<file path="config.mk">
export PLATFORM = sky130hd
export DESIGN_NAME = program_loader
export DESIGN_NICKNAME = d
export VERILOG_FILES = /design/src/rtl/program_loader.sv
export SDC_FILE = /design/constraint.sdc
export NUM_CORES = 1
export LEC_CHECK = 0
export CELL_PAD_IN_SITES_DETAIL_PLACEMENT = 1
export CELL_PAD_IN_SITES_GLOBAL_PLACEMENT = 2
export CORE_MARGIN = 2
export CORE_UTILIZATION = 28
export CTS_CLUSTER_SIZE = 16
export DETAILED_ROUTE_END_ITERATION = 16
export GPL_TIMING_DRIVEN = 0
export HOLD_SLACK_MARGIN = 0.06
export PLACE_DENSITY = 0.89
export SYNTH_ARGS = -nofsm -noshare
export SYNTH_HDL_FRONTEND = slang
export SYNTH_SLANG_ARGS = --single-unit
export TNS_END_PERCENT = 20
</file>
<file path="constraint.sdc">
create_clock -name clk -period 2.01 [get_ports clk]
set_input_delay 0.5025 -clock clk [delete_from_list [all_inputs] [get_ports clk]]
set_output_delay 0.5025 -clock clk [all_outputs]
set_load 0.005 [all_outputs]
</file>
<file path="src/rtl/program_loader.sv">
// Streams bytes into the CPU program memory and holds the CPU in reset while
// loading and for a short flush window afterwards.
module program_loader #(
  parameter int ADD_WIDTH    = 7,
  parameter int DATA_WIDTH   = 8,
  parameter int FLUSH_CYCLES = 4
) (
  input  logic                  clk,
  input  logic                  rst,
  input  logic                  load_en,
  input  logic [DATA_WIDTH-1:0] byte_in,
  input  logic                  byte_valid,
  output logic                  byte_ready,
  output logic                  pm_wr_en,
  output logic [ADD_WIDTH-1:0]  pm_addr,
  output logic [DATA_WIDTH-1:0] pm_data,
  output logic                  cpu_rst,
  output logic                  full,
  output logic [ADD_WIDTH:0]    byte_count,
  output logic [1:0]            state_dbg
);

  // Handshake: a byte transfers on a rising edge where byte_valid and
  // byte_ready are both high; byte_ready is registered and high only in LOAD.

  typedef enum logic [1:0] {
    IDLE  = 2'd0,
    LOAD  = 2'd1,
    FLUSH = 2'd2,
    RUN   = 2'd3
  } state_t;

  localparam int FW = (FLUSH_CYCLES < 2) ? 1 : $clog2(FLUSH_CYCLES);
  localparam logic [FW-1:0]      FLUSH_INIT = FW'(FLUSH_CYCLES - 1);
  localparam logic [ADD_WIDTH:0] COUNT_MAX  = {1'b1, {ADD_WIDTH{1'b0}}};

  state_t                 state_q;
  state_t                 state_d;
  logic [ADD_WIDTH-1:0]   addr_q;
  logic [FW-1:0]          flush_q;
  logic                   load_en_q;
  logic                   accept;
  logic                   last_addr;
  logic                   cpu_rst_d;
  logic                   byte_ready_d;

  assign accept    = byte_valid & byte_ready;
  assign last_addr = (addr_q == {ADD_WIDTH{1'b1}});
  assign state_dbg = state_q;

  // State register plus the registered datapath it controls.
  always_ff @(posedge clk) begin
    if (rst) begin
      state_q    <= IDLE;
      cpu_rst    <= 1'b1;
      byte_ready <= 1'b0;
      pm_wr_en   <= 1'b0;
      pm_addr    <= '0;
      pm_data    <= '0;
      full       <= 1'b0;
      byte_count <= '0;
      addr_q     <= '0;
      flush_q    <= '0;
      load_en_q  <= 1'b0;
    end else begin
      state_q    <= state_d;
      cpu_rst    <= cpu_rst_d;
      byte_ready <= byte_ready_d;
      load_en_q  <= load_en;
      pm_wr_en   <= 1'b0;

      if (state_d == LOAD && state_q != LOAD) begin
        addr_q     <= '0;
        byte_count <= '0;
        full       <= 1'b0;
      end

      if (state_d == FLUSH && state_q != FLUSH) begin
        flush_q <= FLUSH_INIT;
      end else if (state_q == FLUSH && flush_q != '0) begin
        flush_q <= flush_q - 1'b1;
      end

      // The address counter may wrap after the last byte, but LOAD is left
      // on that same edge so the wrapped value is never used.
      if (state_q == LOAD && accept) begin
        pm_wr_en <= 1'b1;
        pm_addr  <= addr_q;
        pm_data  <= byte_in;
        addr_q   <= addr_q + 1'b1;
        if (byte_count != COUNT_MAX) begin
          byte_count <= byte_count + 1'b1;
        end
        if (last_addr) begin
          full <= 1'b1;
        end
      end
    end
  end

  always_comb begin
    state_d = state_q;
    case (state_q)
      IDLE:    state_d = load_en ? LOAD : FLUSH;
      LOAD: begin
        if (accept && last_addr) begin
          state_d = FLUSH;
        end else if (!load_en) begin
          state_d = FLUSH;
        end
      end
      FLUSH: begin
        if (flush_q == '0) begin
          state_d = RUN;
        end
      end
      RUN: begin
        if (load_en && !load_en_q) begin
          state_d = LOAD;
        end
      end
      default: state_d = IDLE;
    endcase
  end

  // Outputs are decoded from the next state so they switch with the state.
  always_comb begin
    cpu_rst_d    = (state_d != RUN);
    byte_ready_d = (state_d == LOAD);
  end

endmodule

</file>
Yosys cells after proc, flatten, opt, wreduce, memory -nomap -nowiden. Index checks and enable logic that the tools add are counted. W data, S select, Z words.

Output and inout port bits: 29. Bits in registers: 39. Input port bits: 12. Word-level logic and storage cells: 54.

Reductions and logical operators: 12. Add/sub/neg operators: 3. Mux-type cells: 17. Bitwise logic cells: 1. Eq/ne operators: 10.

Operators with widths (number): $mux W8 (3); $mux W2 (7); $mux W7 (2); $add A8 B1 Y8 const B (1); $ne A8 B8 Y1 const B (1); $pmux W2 S4 (1); $add A7 B1 Y7 const B (1); $eq A7 B7 Y1 const B (1); $eq A2 B2 Y1 const B (3); $logic_and A1 B1 Y1 (6); $reduce_bool A2 Y1 (3); $eq A2 B1 Y1 const B (2); $logic_not A2 Y1 (2); $mux W1 (4); $ne A2 B2 Y1 const B (2); $ne A2 B1 Y1 const B (1); $sub A2 B1 Y2 const B (1); $and A1 B1 Y1 (1); $logic_not A1 Y1 (1).

Depth between registers and ports, before layout.
Word-level depth: 9. Gate-level depth with buffers: 7. Gate-level depth less buffers: 6.

Least setup slack after synthesis. Ideal clock, no wire load.

Path kind: reg-to-reg. From: register byte_count[0]. To: register byte_count[5]. Required time: 1.890 ns. Cell stages (with the launch flop): 7. Buffers on the path: 0. Setup slack: 0.430 ns. Library setup time: 0.120 ns. Arrival: 1.460 ns. Clock period less this slack: 1.580 ns. Cell sequence: dfxtp_1 > inv_1 > ha_1 > and4bb_2 > a21oi_1 > nor3_2 > a211o_1.

Word-level cells in the longest chain between the ends: 3. Elaborated cells on any way between the ends: 4. Classes of those cells: add/sub: 1; eq/ne: 1; mux: 2.

Ends and longest elaborated chain: from (decl) (line 19) `output logic [ADD_WIDTH:0] byte_count,`; from (signal assigned) (line 92) `byte_count <= byte_count + 1'b1;`; $add A8 B1 Y8 or $ne A8 B8 Y1 (tied branches) (line 92, 91); $mux W8 (*) (line 91) `if (byte_count != COUNT_MAX) begin`; $mux W8 (*) (line 86) `if (state_q == LOAD && accept) begin`.

Every way passes the cells marked *; elsewhere a longest branch is shown, timed or not. A chain may end at the register's enable or synchronous reset.

Worst setup path after layout.
From: register state_q[0], in the netlist state_dbg[0]. To: output port state_dbg[0].

RTL lines: from (decl) (line 37) `state_t state_q;`; from (signal assigned) (line 66) `state_q <= state_d;`; to (decl) (line 20) `output logic [1:0] state_dbg`.

No word-level cell between the ends.

==> flow_metrics.env <==
export IMPL_finalHoldViolCount=0
export IMPL_p_leak_nw=0.8297
export IMPL_critPathMaxStageDelay_ns=0.57
export IMPL_required_ns=1.51
export IMPL_final_cell_count_no_fill=321
export IMPL_synth_top_area_share=0.4578
export IMPL_p_per_area_mw_per_mm2=662.3
export IMPL_cts_tree="done"
export IMPL_endpoint_kind="output port"
export IMPL_die_w_um=82.04
export IMPL_vias_per_cell=4.931
export IMPL_post_route_period_util=0.9450
export IMPL_hold_buffers=0
export IMPL_clkPwrFrac=0.388
export IMPL_drive_gt1_frac=0.08537
export IMPL_grt_max_degree=12
export IMPL_synth_area_top_cells="dfxtp_1 (46%), nand2_1 (7.5%), a21oi_1 (7.3%)"
export IMPL_combinationalPowerShare=0.086
export IMPL_switching_share=0.2340
export IMPL_clock_sinks=39
export IMPL_wirelength_um=4455
export IMPL_post_cts_buffers=0
export IMPL_worstSkewPairLatency_ns=0.29
export IMPL_core_area_mm2=0.005921
export IMPL_async_reset_ff_frac=0
export IMPL_clk_transition_reported_paths_ns=0.07
export IMPL_timing_rr_end="byte_count[5]"
export IMPL_root_buffer="clkbuf_8"
export IMPL_dpl_cell_count=313
export IMPL_clock_path_buffers=2
export IMPL_ys_flop_type="dfxtp_1"
export IMPL_synth_seq_area_share=0.4578
export IMPL_antenna_found_initial=0
export IMPL_critPathKind="reg -> out"
export IMPL_reg2reg_slack_ns=0.22
export IMPL_clock_skew_ns=0.004265
export IMPL_grt_overflow_total=0
export IMPL_power_switching_mw=0.3549
export IMPL_hp_class="reg -> reg"
export IMPL_yosys_warnings=0
export IMPL_synth_most_common_cell="dfxtp_1"
export IMPL_worstMarginPinSlew_ns=0.5257
export IMPL_grt_pass1_wl_um=7514
export IMPL_dr_pass1_iters=4
export IMPL_ir_drop_uv=261.5
export IMPL_synth_top_area_cell="dfxtp_1"
export IMPL_rows=28
export IMPL_crit_family="buffers and inverters"
export IMPL_max_cap_viol_count=0
export IMPL_hold_ws_ns=0.4589
export IMPL_drtIter0Drc=70
export IMPL_antenna_left=0
export IMPL_maxSlewViolCount=0
export IMPL_drc=0
export IMPL_htreeDepth=2
export IMPL_place_area_mm2=0.002190
export IMPL_dpl_hpwl_um=3189
export IMPL_io_pins=41
export IMPL_cp_arrival_ns=1.40
export IMPL_hold_path_end="pm_data[5]"
export IMPL_crit_chain="clkdlybuf4s50_1"
export IMPL_path_buf_inv=1
export IMPL_r2r_start="byte_count[0]"
export IMPL_grt_usage=0.1483
export IMPL_synth_nets=215
export IMPL_antenna_cells=0
export IMPL_fill_cells=707
export IMPL_synth_seq_cells=39
export IMPL_area_growth_pct=34.26
export IMPL_status="finished, final reports clean"
export IMPL_vias=1583
export IMPL_finish_instance_area_mm2=0.002290
export IMPL_hold_start="pm_data[5]"
export IMPL_slew_headroom=0.6495
export IMPL_internal_power_mw=1.162
export IMPL_gp_congestion=0.7294
export IMPL_seqPwrFrac=0.526
export IMPL_synth_top_cells_by_count="dfxtp_1 (39), nand2_1 (34), a21oi_1 (25), nor2_1 (14), nor3_1 (8)"
export IMPL_rsz0062_at_grt="no"
export IMPL_num_nets_final=261
export IMPL_die_area_mm2=0.006731
export IMPL_syn_inst=199
export IMPL_start_util=0.2880
export IMPL_worstRegToRegCells=6
export IMPL_synth_area_mm2=0.001705
export IMPL_finalSetupViolCount=0
export IMPL_final_util=0.3867
export IMPL_fmax_mhz=526.5
export IMPL_path_max_fanout=9
export IMPL_synth_edf_count=0
export IMPL_worst_setup_path_start_kind="flip-flop"
export IMPL_grt_pass1_vias=1596
export IMPL_wire_per_inst_um=13.88
export IMPL_finalCriticalPeriod_ns=1.899
export IMPL_die_h_um=82.04
export IMPL_io_buffers=39
export IMPL_holdPathStages=2
export IMPL_syn_avg_cell_area_um2=8.570
export IMPL_synthDistinctLibCells=40
export IMPL_cp_slowest_cell="clkdlybuf4s50_1"
export IMPL_cts_resized=0
export IMPL_cts_buffers_inserted=5
registers in the layout, summed over array words and instances (netlist names):
signal and count:
full 1, pm_data 8, load_en_q 1, cpu_rst 1, byte_ready 1, addr_q 7
pm_wr_en 1, state_dbg 2, byte_count 8, flush_q 2, pm_addr 7
layer usage:
metal  global-route usage  wire, um
met1               0.1727      1976
met2               0.2520      2211
met3              0.04176       189
met4              0.06667        79
met5                    0         0
placed cells by master (no fill, tap or decap), types with 5 or more instances in the layout:
master and n:
dfxtp_1 39, clkdlybuf4s50_1 39, nand2_1 34, a21oi_1 25, nor2_1 14, nor3_1 8
clkbuf_8 7, clkbuf_1 6, nand3_1 6, o21ai_0 6, a31oi_1 6, inv_1 5
o21a_1 5
layout make-up:
cell class	count	area (um^2)	share of cell area
clock buffer	8	100.1	0.04372
buffer	11	57.56	0.02514
tap	75	93.84	0.04098
sequential	39	780.7	0.3410
timing repair buffer	39	390.4	0.1705
inverter	5	18.77	0.008197
multi-input combinational	144	848.3	0.3705
power groups by stage:
stage                     sequential [mW]  combinational [mW]  clock [mW]
final                               0.798               0.130       0.588
after global routing                0.801               0.144       0.647
after CTS                           0.798               0.134       0.610
after detailed placement            0.817               0.132           0
after global placement              0.816               0.129           0
after floorplan                     0.815              0.0721           0
stage by stage:
stage / total power, mW / setup WS [ns] / setup TNS (ns)
2_1_floorplan: 0.8871 / 0.4302 / 0
3_3_place_gp: 0.9456 / -0.1038 / -0.4952
3_5_place_dp: 0.9488 / -0.1312 / -1.332
4_1_cts: 1.542 / 0.08229 / 0
5_1_grt: 1.592 / 0.02962 / 0
6_report: 1.516 / 0.1106 / 0
cells by family (layout without fill, tap and decap cells):
kind of cell | Yosys count | count (layout) | share of synthesized area
AO/OA/AOI/OAI | 55 | 55 | 0.2091
XOR/XNOR | 1 | 1 | 0.005137
adder cells (fa/ha/maj) | 4 | 4 | 0.02935
buffers and inverters | 16 | 63 | 0.04476
flip-flops | 39 | 39 | 0.4578
AND/OR/NAND/NOR | 84 | 84 | 0.2539
worst max-delay path by stage:
stage                     cells after the start            end           from  slack (ns)
after floorplan                               6  byte_count[5]  byte_count[0]        0.43
after global placement                        6      addr_q[3]     byte_valid       -0.10
after detailed placement                      6      addr_q[3]     byte_valid       -0.13
after CTS                                     1   state_dbg[0]   state_dbg[0]        0.08
after global routing                          1   state_dbg[0]   state_dbg[0]        0.03
final                                         1   state_dbg[0]   state_dbg[0]        0.11
(Power assumes the default switching activity.)
